[src/rtl/cpu_pkg.sv]
// Shared definitions for the memory stage: access-size encodings, FSM states
// and the default acknowledge timeout.
package cpu_pkg;

  localparam int unsigned ACK_TIMEOUT_DEFAULT = 15;

  localparam logic [1:0] SIZE_BYTE = 2'b00;
  localparam logic [1:0] SIZE_HALF = 2'b01;
  localparam logic [1:0] SIZE_WORD = 2'b10;
  localparam logic [1:0] SIZE_RSVD = 2'b11;

  typedef enum logic [1:0] {
    IDLE   = 2'd0,
    ACCESS = 2'd1,
    DONE   = 2'd2
  } memStateT;

endpackage

[src/rtl/mem_align.sv]
// Combinational big-endian lane logic: store lane placement / byte enables
// and load lane extraction with sign or zero extension.
module mem_align
  import cpu_pkg::*;
(
  input  logic [1:0]  addrLo,
  input  logic [1:0]  size,
  input  logic [31:0] storeData,
  output logic [3:0]  be_c,
  output logic [31:0] wData_c,
  input  logic [1:0]  ldOff,
  input  logic [1:0]  ldSize,
  input  logic        ldSignExt,
  input  logic [31:0] rData,
  output logic [31:0] ldData_c
);

  logic [7:0]  ldByte;
  logic [15:0] ldHalf;

  // Store side: half accesses only look at addr[1], words always use lane 0.
  always_comb begin
    be_c    = 4'b0000;
    wData_c = 32'h0;
    case (size)
      SIZE_BYTE: begin
        be_c    = 4'b1000 >> addrLo;
        wData_c = {4{storeData[7:0]}};
      end
      SIZE_HALF: begin
        be_c    = addrLo[1] ? 4'b0011 : 4'b1100;
        wData_c = {2{storeData[15:0]}};
      end
      SIZE_WORD: begin
        be_c    = 4'b1111;
        wData_c = storeData;
      end
      default: begin
        be_c    = 4'b0000;
        wData_c = 32'h0;
      end
    endcase
  end

  // Load side: offset 0 is the most significant lane.
  always_comb begin
    case (ldOff)
      2'd0:    ldByte = rData[31:24];
      2'd1:    ldByte = rData[23:16];
      2'd2:    ldByte = rData[15:8];
      default: ldByte = rData[7:0];
    endcase
    ldHalf = ldOff[1] ? rData[15:0] : rData[31:16];
    case (ldSize)
      SIZE_BYTE: ldData_c = {{24{ldSignExt & ldByte[7]}}, ldByte};
      SIZE_HALF: ldData_c = {{16{ldSignExt & ldHalf[15]}}, ldHalf};
      SIZE_WORD: ldData_c = rData;
      default:   ldData_c = 32'h0;
    endcase
  end

endmodule

[src/rtl/mem_stage.sv]
// Pipeline memory stage: pass-through or single load/store with ack timeout.
// Optional MEM_MISALIGN_TRAP_EN rejects misaligned half/word accesses.
module mem_stage
  import cpu_pkg::*;
#(
  parameter int unsigned ACK_TIMEOUT = ACK_TIMEOUT_DEFAULT
) (
  input  logic        clk,
  input  logic        rst,
  input  logic        validIn,
  input  logic [31:0] aluRes,
  input  logic [31:0] busB,
  input  logic        memRd,
  input  logic        memWr,
  input  logic [1:0]  memSize,
  input  logic        signExt,
  output logic [31:0] dmemAddr,
  output logic [31:0] dmemWData,
  output logic [3:0]  dmemBe,
  output logic        dmemRe,
  output logic        dmemWe,
  input  logic        dmemAck,
  input  logic [31:0] dmemRData,
  output logic [31:0] memRes,
  output logic        validOut,
  output logic        stall,
  output logic        err
);

  memStateT    state;
  logic [7:0]  toCnt;
  logic [1:0]  ldOff;
  logic [1:0]  ldSize;
  logic        ldSignExt;
  logic [31:0] aluLat;

  logic [3:0]  be_c;
  logic [31:0] wData_c;
  logic [31:0] ldData_c;
  logic        memOp_c;
  logic        opErr_c;

  mem_align uAlign (
    .addrLo    (aluRes[1:0]),
    .size      (memSize),
    .storeData (busB),
    .be_c      (be_c),
    .wData_c   (wData_c),
    .ldOff     (ldOff),
    .ldSize    (ldSize),
    .ldSignExt (ldSignExt),
    .rData     (dmemRData),
    .ldData_c  (ldData_c)
  );

  assign memOp_c = memRd | memWr;

`ifdef MEM_MISALIGN_TRAP_EN
  logic misaligned_c;
  assign misaligned_c = ((memSize == SIZE_HALF) && aluRes[0]) ||
                        ((memSize == SIZE_WORD) && (aluRes[1:0] != 2'b00));
  assign opErr_c = (memRd & memWr) | (memOp_c & ((memSize == SIZE_RSVD) | misaligned_c));
`else
  assign opErr_c = (memRd & memWr) | (memOp_c & (memSize == SIZE_RSVD));
`endif

  always_ff @(posedge clk) begin
    if (rst) begin
      state     <= IDLE;
      toCnt     <= 8'd0;
      ldOff     <= 2'b00;
      ldSize    <= 2'b00;
      ldSignExt <= 1'b0;
      aluLat    <= 32'h0;
      memRes    <= 32'h0;
      validOut  <= 1'b0;
      stall     <= 1'b0;
      err       <= 1'b0;
      dmemRe    <= 1'b0;
      dmemWe    <= 1'b0;
      dmemBe    <= 4'b0000;
      dmemAddr  <= 32'h0;
      dmemWData <= 32'h0;
    end else begin
      validOut <= 1'b0;
      err      <= 1'b0;
      case (state)
        // DONE already shows stall low, so it accepts the next op like IDLE.
        IDLE, DONE: begin
          state <= IDLE;
          stall <= 1'b0;
          if (validIn) begin
            if (!memOp_c) begin
              memRes   <= aluRes;
              validOut <= 1'b1;
            end else if (opErr_c) begin
              err <= 1'b1;
            end else begin
              state     <= ACCESS;
              stall     <= 1'b1;
              toCnt     <= 8'd0;
              ldOff     <= aluRes[1:0];
              ldSize    <= memSize;
              ldSignExt <= signExt;
              aluLat    <= aluRes;
              dmemAddr  <= {aluRes[31:2], 2'b00};
              dmemBe    <= be_c;
              dmemWData <= wData_c;
              dmemRe    <= memRd;
              dmemWe    <= memWr;
            end
          end
        end
        ACCESS: begin
          if (dmemAck) begin
            dmemRe   <= 1'b0;
            dmemWe   <= 1'b0;
            stall    <= 1'b0;
            validOut <= 1'b1;
            memRes   <= dmemRe ? ldData_c : aluLat;
            state    <= DONE;
          end else if (toCnt == 8'(ACK_TIMEOUT - 1)) begin
            dmemRe <= 1'b0;
            dmemWe <= 1'b0;
            stall  <= 1'b0;
            err    <= 1'b1;
            state  <= IDLE;
          end else begin
            toCnt <= toCnt + 8'd1;
          end
        end
        default: state <= IDLE;
      endcase
    end
  end

endmodule
[config.mk]
export PLATFORM = sky130hd
export DESIGN_NAME = mem_stage
export DESIGN_NICKNAME = d
export VERILOG_FILES = /design/src/rtl/cpu_pkg.sv /design/src/rtl/mem_align.sv /design/src/rtl/mem_stage.sv
export SDC_FILE = /design/constraint.sdc
export NUM_CORES = 1
export LEC_CHECK = 0
export BUFFER_PORTS_ARGS = -buffer_cell sky130_fd_sc_hd__clkbuf_2
export CAP_MARGIN = 40
export CORE_MARGIN = 4
export CORE_UTILIZATION = 53
export CTS_BUF_LIST = sky130_fd_sc_hd__clkbuf_4
export CTS_CLUSTER_DIAMETER = 30
export CTS_CLUSTER_SIZE = 30
export DETAILED_ROUTE_END_ITERATION = 10
export GPL_ROUTABILITY_DRIVEN = 0
export PLACE_DENSITY = 0.93
export SYNTH_ARGS = -nofsm -noshare
export SYNTH_HDL_FRONTEND = slang
export SYNTH_SLANG_ARGS = --single-unit
[constraint.sdc]
create_clock -name clk -period 2 [get_ports clk]
set_clock_uncertainty 0.1 [all_clocks]
set_input_delay 0.5 -clock clk [delete_from_list [all_inputs] [get_ports clk]]
set_output_delay 0.5 -clock clk [all_outputs]
set_load 0.05 [all_outputs]
Yosys cells after proc, flatten, opt, wreduce, memory -nomap -nowiden
Cells that the tools add are included.

Reductions and logical operators: 11. Bitwise gates (word level): 7. $add $sub $neg: 1. Muxes and demuxes: 47. Shift operators: 1. Equality and inequality tests: 18.

Operators with widths (number): $pmux 32 s3 (2); $mux 32 (4); $pmux 32 s2 (1); $mux 8 (5); $pmux 8 s3 (1); $mux 1 (22); $mux 16 (1); $pmux 8 s2 (1); $ne 2x2->1 const B (7); $pmux 4 s3 (1); $eq 2x2->1 const B (5); $pmux 1 s2 (5); $add 8x1->8 const B (1); $eq 2x1->1 const B (4); $eq 8x4->1 const B (1); $logic_not 2->1 (4); $reduce_and 4->1 (2); $reduce_and 6->1 (1); $reduce_and 5->1 (1); $and 1x1->1 (4); $mux 2 (2); $mux 4 (1); $pmux 2 s2 (1); $shr 4x2->4 const A (1); 6 further kinds (7).

Bits of input ports: 105. Word-level logic and storage cells: 100. Register bits after elaboration: 150. Output and inout port bits: 105.

Depth between registers and ports, before layout
Depth after elaboration: 7. Mapped depth: 7. Depth with buffers taken out: 5.

Hierarchy
A second synthesis with hierarchy kept.

Cells, all modules: 906. Area total of the unflattened synthesis: 7424.6 um^2.

Modules (own cells, without submodules): mem_stage (instances 1, cells each 697, area an instance 6048.3 um^2, sequential area each 2362.3 um^2); mem_align (instances 1, cells each 209, area an instance 1376.3 um^2, sequential area each 0.0 um^2).

Least setup slack after synthesis
Ideal clock, no wire load.

Kind: register -> register. From: register dmemRe. To: register memRes[15]. Buffers on the path: 2. Cell stages (with the launch flop): 7. Required time: 1.764 ns. Path slack: -0.067 ns. Period minus slack after synthesis: 2.067 ns. Setup time: 0.136 ns. Arrival: 1.831 ns. Path through: dfxtp_1 > clkbuf_1 > clkbuf_1 > nor2b_1 > mux2_2 > mux2i_1 > o32ai_1.

Cells in the longest elaborated chain, start to end: 3.

Ends and longest elaborated chain: start: declaration (line mem_stage.sv:20) `output logic dmemRe,`; start signal: assignment (line mem_stage.sv:109) `dmemRe <= memRd;`; $mux 32 (line mem_stage.sv:120) `memRes <= dmemRe ? ldData_c : aluLat;`; $mux 32 (line mem_stage.sv:115) `if (dmemAck) begin`; $pmux 32 s2 (line mem_stage.sv:87) `case (state)`; end signal: assignment (line mem_stage.sv:94) `memRes <= aluRes;`; end signal: assignment (line mem_stage.sv:120); end: declaration (line mem_stage.sv:24) `output logic [31:0] memRes,`.

No other way between the ends. The select of a mux whose other input is x is not followed. A chain may end at the register's enable or synchronous reset.

Worst setup path after layout
From: register state[0]. To: register memRes[22].

Cells in the longest elaborated chain, start to end: 4. Elaborated cells on any way between the ends: 10. Those cells by class: 5 x eq/ne; 1 x mux; 4 x reduce/logical.

Ends and longest elaborated chain: start: declaration (line mem_stage.sv:30) `memStateT state;`; start signal: assignment (line mem_stage.sv:69) `state <= IDLE;`; start signal: assignment (line mem_stage.sv:90) `state <= IDLE;`; start signal: assignment (line mem_stage.sv:99) `state <= ACCESS;`; $eq 2x2->1 or $logic_not 2->1 (tied branches) (line mem_stage.sv:87); $reduce_or 2->1 (line mem_stage.sv:87); $ne 2x2->1 (no source line) or $reduce_bool 2->1 (tied branches); $reduce_and 4->1 (no source line).

Parallel ways exist; a longest one is shown, timed or not.

==> results_tabular.tex <==
\begin{tabular}{lr}
\hline
Metric & Value \\
\hline
\multicolumn{2}{l}{\textbf{Run status}} \\
\quad Run status & finished, final reports clean \\
\multicolumn{2}{l}{\textbf{Clock network}} \\
\quad Clock slew at the register clock pins of the worst setup and hold paths & 110 ps \\
\quad Clock latency on the worst-skew pair & 550 ps \\
\quad H-tree depth & 4 \\
\quad Buffer levels on the longest clock path & 2 \\
\quad TritonCTS Buffers & 17 \\
\quad Number of sinks driven by the clock tree & 118 \\
\quad CTS root buf & clkbuf\_4 \\
\quad Clock tree from TritonCTS & done \\
\multicolumn{2}{l}{\textbf{Power and ir drop}} \\
\quad Peak supply drop & 0.000581 V \\
\quad Static leakage & 3.24 nW \\
\quad Power density over the cells & 785 nW/um2 \\
\multicolumn{2}{l}{\textbf{Timing}} \\
\quad Final setup viols & 0 \\
\quad Fin crit period & 1970 ps \\
\quad Least-Margin Pin Slew & 544 ps \\
\quad Hold slack final & 60.8 ps \\
\quad Max transition margin & 63.6\% \\
\quad Final worst path period share & 98.6\% \\
\quad Unrepaired setup endpoints after global routing & true \\
\quad Max-slew violation count & 0 \\
\quad Fmax achieved & 507 MHz \\
\quad Hold violation total from the final report & 0 \\
\multicolumn{2}{l}{\textbf{Drt}} \\
\quad Remaining routing DRC violations & 0 \\
\quad Initial DRC Count & 945 \\
\quad Overall via count from detail\_route & 6771 \\
\quad Number of vias per cell & 6.17 \\
\quad WL per Instance & 19.3 um \\
\quad Residual antenna-violating net count after detailed routing & 0 \\
\quad Detailed-route wire length & 21200 um \\
\quad Number of detailed-routing iterations run before antenna repair & 5 \\
\multicolumn{2}{l}{\textbf{Floorplanning}} \\
\quad Core area & 11700 um2 \\
\quad Die area & 14000 um2 \\
\quad DIE WIDTH & 118 um \\
\quad Initial standard-cell utilization of the core & 55.1\% \\
\quad Placement row count & 39 \\
\quad Vertical die dimension & 118 um \\
\quad IO Count & 210 \\
\multicolumn{2}{l}{\textbf{Min path}} \\
\quad Worst min-delay path endpoint & dmemWData[24]\$\_SDFFE\_PP0P\_ \\
\quad Worst Hold Depth & 3 \\
\quad Startpoint of the most critical hold path & busB[24] \\
\quad Min-Delay Path Class & in2reg \\
\multicolumn{2}{l}{\textbf{Worst setup path}} \\
\quad Data arrival time of the critical path & 2310 ps \\
\quad Startpoint type of the worst setup path & flop \\
\quad Data required time at the worst endpoint & 2340 ps \\
\quad Critical-path top delay cell & dfxtp\_1 \\
\quad Crit end category & flop \\
\quad CP most frequent cell & buf\_12 \\
\quad Internal reg-to-reg setup slack & 30 ps \\
\quad Reg2reg end & memRes[22]\$\_SDFFE\_PP0P\_ \\
\quad CP Max Fanout & 27 \\
\quad Reg-to-reg startpoint & state[0]\$\_SDFFE\_PP0N\_ \\
\quad Start-to-end type of the worst setup path & reg2reg \\
\quad Number of buffer and inverter stages on the critical path & 2 \\
\quad CP top delay family & compound AO/OA/AOI/OAI gates \\
\quad Chain of cells forming the critical path & nor2b\_4, buf\_12, a21o\_4, buf\_12, o21ai\_2, a2111oi\_2 \\
\quad Peak per-stage delay on the critical path & 390 ps \\
\quad Worst Reg2Reg Path Length in Cells & 6 \\
\multicolumn{2}{l}{\textbf{Finish}} \\
\quad Number of antenna repair diodes & 0 \\
\quad Area of the multi-input gates & 3530 um2 \\
\quad Total of fill cells in the finished design & 872 \\
\quad Nets@finish & 1049 \\
\quad Area delta synth->final & 24.7\% \\
\quad Register area & 2370 um2 \\
\quad Share of layout cells above drive strength 1 & 37.4\% \\
\quad Area of all placed cells without fillers & 8010 um2 \\
\multicolumn{2}{l}{\textbf{GRT}} \\
\quad Largest net degree at the start of global routing & 56 \\
\quad Via count of the first global-routing pass & 6381 \\
\quad Total gr overflow & 0 \\
\quad Wire length of the first global-routing pass & 33000 um \\
\quad Total routing usage reported by global routing & 28.8\% \\
\quad Number of antenna violations at the first check in global routing & 0 \\
\multicolumn{2}{l}{\textbf{Synthesis}} \\
\quad Number of flops mapped to enable cells by yosys & 0 \\
\quad YS warnings & 0 \\
\quad Proportion of synthesized flip-flops having asynchronous set or reset & 0\% \\
\quad Main synth FF type & dfxtp\_1 \\
\quad Synthesized flop and latch total & 118 \\
\quad Post-synthesis area per instance & 8.45 um2 \\
\quad Post-synthesis cell area & 6430 um2 \\
\quad Number of distinct library cells after synthesis & 57 \\
\quad Seq/Total Area, Yosys & 36.7\% \\
\quad Cell count after synthesis & 761 \\
\multicolumn{2}{l}{\textbf{Place}} \\
\quad Placed Instance Area & 7610 um2 \\
\quad Count of input and output buffers & 207 \\
\quad DP HPWL & 14900 um \\
\multicolumn{2}{l}{\textbf{Run}} \\
\quad Max-capacitance violation count & 0 \\
\hline
\end{tabular}
cells in the mapped netlist (6+ instances only):
cell type  count  area share, %
a2111oi_2     13            3.0
a2bb2oi_1      7           0.95
nor2b_1       14            1.4
nand3b_1      16            1.9
nor2_1        46            2.7
o32ai_1        9            1.2
a21o_1         6           0.70
o21ai_0       23            1.8
clkbuf_1      35            2.0
a221o_1       16            2.5
mux2i_1       18            2.8
buf_4         37            4.3
nor3_1        12           0.93
dfxtp_1      118             37
mux2_2        24            4.2
buf_2         22            1.7
inv_1          7           0.41
o21ai_2       13            1.8
a221oi_1      17            2.3
nand2_1      119            6.9
a21oi_1       96            7.5
a211oi_1      39            4.6
timing repair:
action / in CTS / in global routing
hold buffers: 0 / 0
hold endpoints to repair: 0 / 0
resized for setup: 3 / 13
pin swaps: 0 / 2
setup endpoints to repair: 1 / 60
setup buffers: 0 / 2
cloned: 0 / 1
metrics by stage:
stage	setup TNS (ps)	setup WS (ps)	instances	util, %	total power, mW
5_1_grt	-124	-41.3	1098	68.7	6.54
2_1_floorplan	0	95.3	762	-	3.83
3_5_place_dp	-2030	-210	1063	65.3	4.34
3_3_place_gp	-642	-88.0	1063	65.3	4.31
6_report	0	28.0	1098	68.7	6.29
4_1_cts	0	2.78	1095	68.1	6.27
metal layers:
metal  wire length, um  share of wire (%)  track usage (%)
met2              9800                 46             45.4
met1              8160                 38             35.5
met4               717                3.4             12.8
met3              2560                 12             10.5
met5                 0                  0                0
flip-flops by register name (all words and copies together) (netlist names), 2 cells and up:
name       cells
dmemBe         4
state          2
aluLat        30
ldSize         2
memRes        32
toCnt          8
dmemWData     32
where the power goes:
group,switching [mW],leakage (nW),internal [mW]
Sequential,0.105,0.965,2.50
Combinational,1.17,2.12,0.569
Clock,0.956,0.155,0.992
Total,2.23,3.24,4.06
worst min-delay path, stage by stage:
cell and delay [ps]:
clkbuf_2 80, nand2_1 40, a211oi_1 60
cell usage in the layout, fill, tap and decap left out, drive strengths merged, types with 2 or more instances in the layout:
master,netlist,final
or3,2,2
a221oi,17,17
nor2b,14,14
nor2,46,46
a21o,7,7
a221o,16,16
or4,2,2
o32ai,10,10
a21boi,2,2
mux2i,19,19
a211oi,39,39
a21oi,98,99
and2,2,2
nand2b,4,4
nor3,12,12
ha,2,2
dfxtp,118,118
mux2,24,24
bufinv,0,4
buf,63,52
clkinvlp,0,4
nand3b,16,16
a2111oi,16,16
o31ai,2,2
clkinv,1,6
a2bb2oi,7,7
inv,7,8
conb,1,2
clkbuf,35,224
nand2,119,119
nand3,5,5
and3,3,3
o21ai,36,36
worst max-delay path by stage:
stage,start,end,depth (start not counted)
2_1_floorplan,dmemRe$_SDFFE_PP0P_,memRes[15]$_SDFFE_PP0P_,6
3_3_place_gp,validIn,memRes[30]$_SDFFE_PP0P_,6
3_5_place_dp,validIn,memRes[16]$_SDFFE_PP0P_,6
4_1_cts,state[0]$_SDFFE_PP0N_,memRes[16]$_SDFFE_PP0P_,6
5_1_grt,state[0]$_SDFFE_PP0N_,memRes[22]$_SDFFE_PP0P_,6
6_report,state[0]$_SDFFE_PP0N_,memRes[22]$_SDFFE_PP0P_,6
final cells by class:
cell class / instances / share of cell area [%]
Clock buffer: 18 / 1.69
Sequential cell: 118 / 29.5
Inverter: 8 / 0.375
Tap cell: 143 / 2.23
Multi-Input combinational cell: 539 / 44.1
Clock inverter: 14 / 2.28
Timing Repair Buffer: 258 / 19.8
cells by family (layout without fill, tap and decap cells):
family | count (synthesis) | in the layout | share of synthesized area, %
AND/OR/NAND/NOR | 231 | 231 | 16.8
multiplexers | 43 | 43 | 7.36
AO/OA/AOI/OAI | 258 | 259 | 29.3
XOR/XNOR | 2 | 2 | 0.273
adder cells (fa/ha/maj) | 2 | 2 | 0.389
other | 1 | 2 | 0.0583
buffers and inverters | 106 | 298 | 9.13
flip-flops | 118 | 118 | 36.7
No activity file was read; power rests on OpenSTA's default activity.
